==> src/rtl/ps2_pkg.sv <==
// Shared types and constants for the PS/2 scancode receiver.
// Holds the frame FSM encoding, the key-event record and the prefix bytes.
package ps2_pkg;

  typedef enum logic [1:0] {
    IDLE,
    DATA,
    PARITY,
    STOP
  } ps2_state_t;

  typedef struct packed {
    logic       ext;
    logic       brk;
    logic [7:0] code;
  } ps2_event_t;

  localparam logic [7:0] PS2_EXT = 8'hE0;
  localparam logic [7:0] PS2_BRK = 8'hF0;

  // Odd parity over the data byte plus the transmitted parity bit.
  function automatic logic odd_parity_ok(input logic [7:0] data, input logic par);
    return ^{data, par};
  endfunction

endpackage

==> src/rtl/ps2_event_fifo.sv <==
// Synchronous event FIFO with wrap-bit pointers and a registered fill level.
// The read port shows the head entry, forced to zero while the FIFO is empty.
module ps2_event_fifo
  import ps2_pkg::*;
#(
  parameter int unsigned DEPTH = 4,
  parameter type T = ps2_event_t
) (
  input  logic                     clk_i,
  input  logic                     rst_ni,
  input  logic                     push_i,
  input  T                         wdata_i,
  input  logic                     pop_i,
  output T                         rdata_o,
  output logic                     full_o,
  output logic                     empty_o,
  output logic [$clog2(DEPTH):0]   level_o
);

  localparam int unsigned AW = $clog2(DEPTH);
  localparam logic [AW:0] PtrOne  = (AW + 1)'(1);
  localparam logic [AW:0] FullXor = {1'b1, {AW{1'b0}}};

  logic [AW:0] wptr_q, wptr_d;
  logic [AW:0] rptr_q, rptr_d;
  logic [AW:0] level_q, level_d;
  T            mem_q [DEPTH];
  logic        do_push;
  logic        do_pop;

  assign full_o  = (wptr_q ^ rptr_q) == FullXor;
  assign empty_o = (wptr_q == rptr_q);
  assign do_pop  = pop_i & ~empty_o;
  // A full FIFO still accepts a write when the head leaves in the same cycle.
  assign do_push = push_i & (~full_o | do_pop);
  assign level_o = level_q;

  always_comb begin
    wptr_d  = wptr_q;
    rptr_d  = rptr_q;
    level_d = level_q;
    if (do_push) begin
      wptr_d = wptr_q + PtrOne;
    end
    if (do_pop) begin
      rptr_d = rptr_q + PtrOne;
    end
    unique case ({do_push, do_pop})
      2'b10:   level_d = level_q + PtrOne;
      2'b01:   level_d = level_q - PtrOne;
      default: level_d = level_q;
    endcase
  end

  always_comb begin
    rdata_o = '0;
    if (!empty_o) begin
      rdata_o = mem_q[rptr_q[AW-1:0]];
    end
  end

  always_ff @(posedge clk_i or negedge rst_ni) begin
    if (!rst_ni) begin
      wptr_q  <= '0;
      rptr_q  <= '0;
      level_q <= '0;
    end else begin
      wptr_q  <= wptr_d;
      rptr_q  <= rptr_d;
      level_q <= level_d;
    end
  end

  always_ff @(posedge clk_i) begin
    if (do_push) begin
      mem_q[wptr_q[AW-1:0]] <= wdata_i;
    end
  end

endmodule

==> src/rtl/ps2_scancode_rx.sv <==
// PS/2 keyboard receiver: synchronises kClock/kData, frames 11-bit packets, folds
// E0/F0 prefixes into per-key events and queues them for a valid/ready consumer.
module ps2_scancode_rx
  import ps2_pkg::*;
#(
  parameter int unsigned SYNC_STAGES    = 2,
  parameter int unsigned TIMEOUT_CYCLES = 100000,
  parameter int unsigned FIFO_DEPTH     = 4,
  parameter bit          PARITY_CHECK   = 1'b1
) (
  input  logic                          clk,
  input  logic                          rst,
  input  logic                          kClock,
  input  logic                          kData,
  output logic [7:0]                    out_code,
  output logic                          out_brk,
  output logic                          out_ext,
  output logic                          out_valid,
  input  logic                          out_ready,
  output logic                          frame_err,
  output logic                          overflow,
  output logic [$clog2(FIFO_DEPTH):0]   fifo_level
);

  localparam int unsigned CW = $clog2(TIMEOUT_CYCLES + 1);
  localparam logic [CW-1:0] TmoEnd = CW'(TIMEOUT_CYCLES - 1);
  localparam logic [CW-1:0] CntOne = CW'(1);

  logic [SYNC_STAGES-1:0] kclk_sync_q;
  logic [SYNC_STAGES-1:0] kdat_sync_q;
  logic                   kclk_prev_q;
  logic                   kclk_s;
  logic                   kdat_s;
  logic                   fall;

  ps2_state_t state_q, state_d;
  logic [2:0]    bitcnt_q, bitcnt_d;
  logic [7:0]    shreg_q, shreg_d;
  logic          par_q, par_d;
  logic [CW-1:0] cnt_q, cnt_d;
  logic          tmo;
  logic          byte_vld_q, byte_vld_d;
  logic [7:0]    byte_q;
  logic          err_q, err_d;
  logic          ext_q, ext_d;
  logic          brk_q, brk_d;

  logic       push;
  ps2_event_t push_ev;
  ps2_event_t head_ev;
  logic       fifo_full;
  logic       fifo_empty;

  assign kclk_s = kclk_sync_q[SYNC_STAGES-1];
  assign kdat_s = kdat_sync_q[SYNC_STAGES-1];
  assign fall   = kclk_prev_q & ~kclk_s;

  // Synchronisers idle high so reset never fakes a falling edge.
  always_ff @(posedge clk or negedge rst) begin
    if (!rst) begin
      kclk_sync_q <= '1;
      kdat_sync_q <= '1;
      kclk_prev_q <= 1'b1;
    end else begin
      kclk_sync_q <= {kclk_sync_q[SYNC_STAGES-2:0], kClock};
      kdat_sync_q <= {kdat_sync_q[SYNC_STAGES-2:0], kData};
      kclk_prev_q <= kclk_s;
    end
  end

  always_comb begin
    cnt_d = '0;
    if (!fall && (state_q != IDLE)) begin
      cnt_d = cnt_q + CntOne;
    end
  end

  // Abandon the frame on the edge where the idle count reaches TIMEOUT_CYCLES-1.
  assign tmo = (state_q != IDLE) && (cnt_d == TmoEnd);

  always_comb begin
    state_d    = state_q;
    bitcnt_d   = bitcnt_q;
    shreg_d    = shreg_q;
    par_d      = par_q;
    byte_vld_d = 1'b0;
    err_d      = 1'b0;
    unique case (state_q)
      IDLE: begin
        if (fall && !kdat_s) begin
          state_d  = DATA;
          bitcnt_d = 3'd0;
        end
      end
      DATA: begin
        if (fall) begin
          shreg_d  = {kdat_s, shreg_q[7:1]};
          bitcnt_d = bitcnt_q + 3'd1;
          if (bitcnt_q == 3'd7) begin
            state_d = PARITY;
          end
        end
      end
      PARITY: begin
        if (fall) begin
          par_d   = kdat_s;
          state_d = STOP;
        end
      end
      STOP: begin
        if (fall) begin
          if (kdat_s && (!PARITY_CHECK || odd_parity_ok(shreg_q, par_q))) begin
            byte_vld_d = 1'b1;
          end else begin
            err_d = 1'b1;
          end
          state_d = IDLE;
        end
      end
      default: state_d = IDLE;
    endcase
    if (tmo) begin
      state_d = IDLE;
      err_d   = 1'b1;
    end
  end

  // Prefix decoder: E0/F0 only set flags, any other byte becomes an event.
  always_comb begin
    ext_d        = ext_q;
    brk_d        = brk_q;
    push         = 1'b0;
    push_ev.ext  = ext_q;
    push_ev.brk  = brk_q;
    push_ev.code = byte_q;
    if (err_q) begin
      ext_d = 1'b0;
      brk_d = 1'b0;
    end else if (byte_vld_q) begin
      if (byte_q == PS2_EXT) begin
        ext_d = 1'b1;
      end else if (byte_q == PS2_BRK) begin
        brk_d = 1'b1;
      end else begin
        push  = 1'b1;
        ext_d = 1'b0;
        brk_d = 1'b0;
      end
    end
  end

  always_ff @(posedge clk or negedge rst) begin
    if (!rst) begin
      state_q    <= IDLE;
      bitcnt_q   <= '0;
      shreg_q    <= '0;
      par_q      <= 1'b0;
      cnt_q      <= '0;
      byte_vld_q <= 1'b0;
      byte_q     <= '0;
      err_q      <= 1'b0;
      ext_q      <= 1'b0;
      brk_q      <= 1'b0;
    end else begin
      state_q    <= state_d;
      bitcnt_q   <= bitcnt_d;
      shreg_q    <= shreg_d;
      par_q      <= par_d;
      cnt_q      <= cnt_d;
      byte_vld_q <= byte_vld_d;
      err_q      <= err_d;
      ext_q      <= ext_d;
      brk_q      <= brk_d;
      if (byte_vld_d) begin
        byte_q <= shreg_q;
      end
    end
  end

  ps2_event_fifo #(
    .DEPTH(FIFO_DEPTH),
    .T    (ps2_event_t)
  ) u_fifo (
    .clk_i  (clk),
    .rst_ni (rst),
    .push_i (push),
    .wdata_i(push_ev),
    .pop_i  (out_ready),
    .rdata_o(head_ev),
    .full_o (fifo_full),
    .empty_o(fifo_empty),
    .level_o(fifo_level)
  );

  assign out_valid = ~fifo_empty;
  assign out_code  = head_ev.code;
  assign out_brk   = head_ev.brk;
  assign out_ext   = head_ev.ext;
  assign frame_err = err_q;
  assign overflow  = push & fifo_full & ~(out_ready & ~fifo_empty);

endmodule

==> config.mk <==
export PLATFORM = sky130hd
export DESIGN_NAME = ps2_scancode_rx
export DESIGN_NICKNAME = d
export VERILOG_FILES = /design/src/rtl/ps2_pkg.sv /design/src/rtl/ps2_event_fifo.sv /design/src/rtl/ps2_scancode_rx.sv
export SDC_FILE = /design/constraint.sdc
export NUM_CORES = 1
export LEC_CHECK = 0
export CAP_MARGIN = 20
export CORE_MARGIN = 2
export CORE_UTILIZATION = 60
export DETAILED_ROUTE_END_ITERATION = 6
export PLACE_DENSITY = 0.78
export SYNTH_ARGS = -nofsm -noshare
export SYNTH_HDL_FRONTEND = slang
export SYNTH_SLANG_ARGS = --single-unit
export TNS_END_PERCENT = 100
==> constraint.sdc <==
create_clock -name clk -period 3.06 [get_ports clk]
set_input_delay 0.765 -clock clk [delete_from_list [all_inputs] [get_ports clk]]
set_output_delay 0.765 -clock clk [all_outputs]
set_load 0.01 [all_outputs]
==> results of run 1 <==
-- sequential cells by signal, indices dropped and copies added (netlist names), 3 cells and up --
register	count
bitcnt_q	3
byte_q	8
cnt_q	17
shreg_q	8
u_fifo.level_o	3
u_fifo.mem_q	40
u_fifo.rptr_q	3
u_fifo.wptr_q	3
-- through the flow --
stage	TNS, ns	cells	setup WS, ns
2_1_floorplan	0	321	0.454
3_3_place_gp	-0.251	439	-0.251
3_5_place_dp	-0.290	439	-0.252
4_1_cts	0	455	0.0256
5_1_grt	0	455	0.00356
6_report	0	455	0.0906
-- area by class of cell --
type	instances	area [um^2]
sequential	97	2630
fill	517	2200
multi-input combinational	203	1690
timing repair buffer	28	255
clock buffer	10	138
tap	99	124
clock inverter	6	95.1
inverter	12	45.0
-- routing by layer --
layer / share of wire [%] / wire [um] / vias to the layer above
li1: - / - / 1207
met1: 45 / 3110 / 1245
met2: 50 / 3440 / 36
met3: 2.7 / 188 / 9
met4: 1.6 / 110 / 0
met5: 0 / 0 / -
-- synth_stat cells, drive strengths merged, types with 7 or more instances --
cell type	n	area share [%]
nand2	19	1.6
nand3	7	1.1
xnor2	12	2.4
dfrtp	52	30
mux2	20	5.3
inv	12	1.0
xor2	14	2.8
ha	13	3.7
a21oi	8	0.91
edfxtp	40	27
mux4	10	5.1
nor2	23	2.0
and2	18	2.6
-- cells by family (layout without fill, tap and decap cells) --
family / count (synthesis) / count (layout) / share of synthesized area [%]
mux: 34 / 34 / 11.4
xor+xnor: 28 / 28 / 6.20
compound gates: 29 / 29 / 4.49
fa+ha+maj: 14 / 14 / 4.15
buf+inv: 21 / 56 / 1.88
flops: 97 / 97 / 59.9
simple gates: 98 / 98 / 12.0
-- path summary, 6_finish.rpt --
path | from | to | slack, ns | depth (start not counted)
min in group asynchronous | rst | bitcnt_q[1] | 0.52 | 2
worst max register to register | u_fifo.wptr_q[0] | u_fifo.level_o[2] | 0.62 | 10
worst min register to register | kdat_sync_q[0] | kdat_sync_q[1] | 0.36 | 0
worst max-delay path | out_ready | overflow | 0.09 | 4
worst min-delay path | kdat_sync_q[0] | kdat_sync_q[1] | 0.36 | 0
max in group asynchronous | rst | cnt_q[5] | 2.04 | 2
-- power by group --
| part | leakage, nW | internal [mW] | switching, mW |
|---|---|---|---|
| clock network | 0.118 | 0.493 | 0.451 |
| registers | 1.15 | 1.58 | 0.201 |
| logic | 0.791 | 0.759 | 0.638 |
| total | 2.06 | 2.83 | 1.29 |
-- repair_timing --
| item | in CTS | in global routing |
|---|---|---|
| setup endpoints to repair | 1 | 1 |
| cloned | 0 | 0 |
| resized for setup | 1 | 2 |
==> results.md, run 1 <==
* Status: completed
* Vias at 2497
* Max cap viols at 0
* Async set-reset flop share out of synthesis at 58.8%
* Critical path class: input pin to output port
* Ys flop type: dfrtp_1
* Die area at 0.00804 mm^2
* Num ports at 21
* Worst VDD drop at 432 uV
* Die Ht at 89.6 um
* CP required at 2.29 ns
* Largest net degree at the start of global routing at 58
* Area after DPL at 0.00474 mm^2
* CORE AREA at 0.00718 mm^2
* Syn avg cell area at 13.7 um^2
* Hold Path Class: register to register
* H-tree Lvls at 3
* Fin crit share at 97.0%
* GPL Wtd Cong at 0.764
* Slowest cell on the critical path: or4_4
* Overall Power at 4.12 mW
* Clock Path Buffers at 2
* Worst Tran Pin Value at 0.721 ns
* GR Util All Layers at 19.0%
* Setup bufs post-CTS at 0
* Leakage power at 2.06 nW
* Post-DP HPWL at 4.64 mm
* Final hold viol count at 0
* Vias/cell at 5.49
* Achievable clock frequency at 337 MHz
* Mapped Cells at 321
* Clock Skew at 0.00635 ns
* Post-synth net total at 340
* Netlist cell types at 49
* # diodes at 0
* Crit-path leading delay family: simple AND/OR/NAND/NOR gates
* Most frequent cells in the layout: dfrtp_1, edfxtp_1, nor2_1
* Detailed router's first-iteration violation count at 97
* Final net count at 370
* Post-Syn Area at 0.00440 mm^2
* Met1 usage at 25.2%
* CTS Buf Count at 9
* Grt ovf at 0
* Final setup violating endpoints at 0
* Die Wd at 89.6 um
* Yosys warnings at 0
* Seq/Total Area, Yosys at 59.9%
* Buf+Inv Stages, Crit Path at 2
* DR WL/cell at 15.0 um
* Tmin final at 2.97 ns
* Root buffer cell: clkbuf_8
* Finished Cell Area at 0.00498 mm^2
* Most common cell after layout, fill and taps aside: dfrtp_1
* Vias in the first global route at 2439
* Clock-pin slew on the worst setup and hold paths at 0.09 ns
* Initial Util at 61.3%
* Row Count at 31
* Synth Register Bits at 97
* Max Slew Vio Count at 0
* DRC viols at 0
* Hold slack at 0.361 ns
* CTS tree: done
* Share of layout cells above drive strength 1 at 19.4%
* I/O Buffers at 20
* CP peak stage delay at 0.55 ns
* Final Util at 69.4%
* Global-route wire length before repair at 11.4 mm
* CP Cell Sequence: clkdlybuf4s50_1, or4_4, nor3_1, clkdlybuf4s15_1
* Area Overhead vs Synth at 13.1%
* Slew HR at 52.0%
* Detailed Routing Iterations Pass 1 at 4
* CTS Sinks at 97
* Initial antenna violation count at 0
* Post-synth EDFFs at 40
* Hold buffer count at CTS at 0
* Crit path launch type: input pin
* Final wirelength at 6.84 mm
* GR peak layer: met2
* Antenna Violating Nets Remaining at 0
* Worst skew pair latency at 0.36 ns
* Max FO, Critical Path at 3
* RSZ-0062 raised after global routing: false
* CP arrival at 2.20 ns
* Met3 usage at 3.56%
* PwrDens at 828 mW/mm^2
* GR Layer Usage met2 at 31.4%
* CP endpoint kind: output port
(Power assumes the default switching activity.)
==> run 2, diff against run 1 <==
CAP_MARGIN = 5   (was 20)
CTS_BUF_LIST = sky130_fd_sc_hd__clkbuf_16   (was not set)
SLEW_MARGIN = 20   (was not set)
==> run 2 against run 1 <==
  * Die area unchanged
  * Sequential share of layout area decreased by 0.95 points
  * Sequential power about the same
  * Largest cell class unchanged
==> results.md, run 2 (synthesis results as in run 1) <==
* Status: completed (unchanged)
* Dpl cells at 439 (unchanged)
* Overall Power at 4.38 mW (was 4.12 mW)
* Most frequent cells in the layout: dfrtp_1, edfxtp_1, nor2_1 (unchanged)
* CP required at 2.29 ns (about the same)
* Most common cell after layout, fill and taps aside: dfrtp_1 (unchanged)
* I/O Buffers at 20 (unchanged)
* Clock power frac at 27.5% (was 22.9%)
* Fin crit share at 97.2% (was 97.0%)
* Crit path launch type: input pin (unchanged)
* Post-DP HPWL at 4.64 mm (unchanged)
* Row Count at 31 (unchanged)
* GPL Wtd Cong at 0.764 (unchanged)
* # diodes at 0 (unchanged)
* CP arrival at 2.21 ns (was 2.20 ns)
* Final setup violating endpoints at 0 (unchanged)
* Max Slew Vio Count at 0 (unchanged)
* Worst Tran Pin Value at 0.726 ns (was 0.721 ns)
* Switch share at 30.1% (was 31.3%)
* Sequential share of power at 40.7% (was 43.2%)
* Clock-pin slew on the worst setup and hold paths at 0.07 ns (was 0.09 ns)
* Die area at 0.00804 mm^2 (unchanged)
* DRC viols at 0 (unchanged)
* Die Wd at 89.6 um (unchanged)
* CP endpoint kind: output port (unchanged)
* Largest net degree at the start of global routing at 58 (unchanged)
* Internal at 3.06 mW (was 2.83 mW)
* Global-route wire length before repair at 11.8 mm (was 11.4 mm)
* FILL cells at 502 (was 517)
* Reg2Reg Depth at 10 (unchanged)
* Tmin final at 2.97 ns (about the same)
* Detailed router's first-iteration violation count at 79 (was 97)
* Buf+Inv Stages, Crit Path at 2 (unchanged)
* Vias at 2481 (was 2497)
* RSZ-0062 raised after global routing: false (unchanged)
* Hold path start: kdat_sync_q[0] (unchanged)
* Flop2flop setup slack at 0.63 ns (was 0.62 ns)
* CORE AREA at 0.00718 mm^2 (unchanged)
* GR Util All Layers at 19.6% (was 19.0%)
* CTS Sinks at 97 (unchanged)
* Hold buffer count at CTS at 0 (unchanged)
* Num ports at 21 (unchanged)
* Achievable clock frequency at 336 MHz (was 337 MHz)
* Max FFs per register at 40 (unchanged)
* Setup bufs post-CTS at 0 (unchanged)
* DR WL/cell at 15.3 um (was 15.0 um)
* Crit-path leading delay family: simple AND/OR/NAND/NOR gates (unchanged)
* Switching power at 1.32 mW (was 1.29 mW)
* Hold Path Class: register to register (unchanged)
* Worst Hold Path EP: kdat_sync_q[1] (unchanged)
* Clock Skew at 0.00827 ns (was 0.00635 ns)
* CP Cell Sequence: clkdlybuf4s50_1, or4_4, nor3_1, clkdlybuf4s15_1 (unchanged)
* Combinational fraction of design power at 31.9% (was 33.9%)
* Grt ovf at 0 (unchanged)
* Final wirelength at 6.95 mm (was 6.84 mm)
* Share of layout cells above drive strength 1 at 19.1% (was 19.4%)
* Slew HR at 51.6% (was 52.0%)
* Hold path cells at 0 (unchanged)
* Max cap viols at 0 (unchanged)
* Clock Path Buffers at 2 (unchanged)
* CTS Buf Count at 9 (unchanged)
* Final net count at 370 (unchanged)
* Worst VDD drop at 445 uV (was 432 uV)
* Initial Util at 61.3% (unchanged)
* RR Endpoint: u_fifo.level_o[2] (unchanged)
* Leakage power at 2.10 nW (was 2.06 nW)
* Slowest cell on the critical path: or4_4 (unchanged)
* Max FO, Critical Path at 3 (unchanged)
* Detailed Routing Iterations Pass 1 at 6 (was 4)
* Final hold viol count at 0 (unchanged)
* Die Ht at 89.6 um (unchanged)
* Area Overhead vs Synth at 15.2% (was 13.1%)
* CTS tree: done (unchanged)
* Vias/cell at 5.45 (was 5.49)
* Pre-CTS setup slack at -0.252 ns (unchanged)
* PwrDens at 865 mW/mm^2 (was 828 mW/mm^2)
* Critical path class: input pin to output port (unchanged)
* Antenna Violating Nets Remaining at 0 (unchanged)
* Initial antenna violation count at 0 (unchanged)
* Root buffer cell: clkbuf_16 (was clkbuf_8)
* H-tree Lvls at 3 (unchanged)
* Vias in the first global route at 2482 (was 2439)
* Worst skew pair latency at 0.34 ns (was 0.36 ns)
* R2r startpoint: u_fifo.wptr_q[0] (unchanged)
* CP peak stage delay at 0.56 ns (was 0.55 ns)
* Worst setup margin at 0.0860 ns (was 0.0906 ns)
* Final Instance Count excl. Fillers at 455 (unchanged)
[run 2: worst max path at each step]
stage,start,end,slack (ns),depth (start not counted)
after floorplan,out_ready,u_fifo.level_o[2],0.45,9
after global placement,out_ready,overflow,-0.25,4
after detailed placement,out_ready,overflow,-0.25,4
after CTS,out_ready,overflow,0.03,4
after global routing,out_ready,overflow,0.006,4
final,out_ready,overflow,0.09,4
[run 2: cell type report]
class	count	area (um^2)	share of cell area [%]
Sequential cell	97	2630	51.9
Multi-Input combinational cell	203	1690	33.3
Timing Repair Buffer	28	255	5.03
Clock buffer	9	225	4.44
Tap cell	99	124	2.44
Clock inverter	7	98.8	1.95
Inverter	12	45.0	0.888
[run 2: repair_timing]
action,in CTS,in global routing
pin swaps,0,0
setup endpoints to repair,1,1
gates resized for setup,1,2
endpoints found under the hold margin,0,0
[run 2: per-stage QoR]
step                utilization (%)  instance area [um^2]  setup TNS [ns]  hold WS (ns)
floorplan                         -                  4400               0         0.345
global placement               66.1                  4740          -0.251         0.345
detailed placement             66.1                  4740          -0.290         0.349
CTS                            70.6                  5060               0         0.359
global route                   70.7                  5070               0         0.365
finish                         70.7                  5070               0         0.356
[run 2: power by group through the flow]
stage / Sequential [mW] / Combinational, mW / Clock (mW)
floorplan: 1.77 / 0.997 / 0
global placement: 1.79 / 1.35 / 0
finish: 1.78 / 1.40 / 1.20
global route: 1.82 / 1.57 / 1.28
CTS: 1.79 / 1.42 / 1.22
detailed placement: 1.81 / 1.41 / 0
[run 2: metal layers]
layer  GRT usage [%]  part of all wire, %
met1            26.3                   46
met2            31.9                   51
met3            5.21                  2.5
met4            5.70                  1.2
met5               0                    0
==> run 3, diff against run 2 <==
CTS_BUF_LIST = not set   (was sky130_fd_sc_hd__clkbuf_16)
==> results of run 3 <==
Final layout, timing and power as in run 1 (identical DEF).
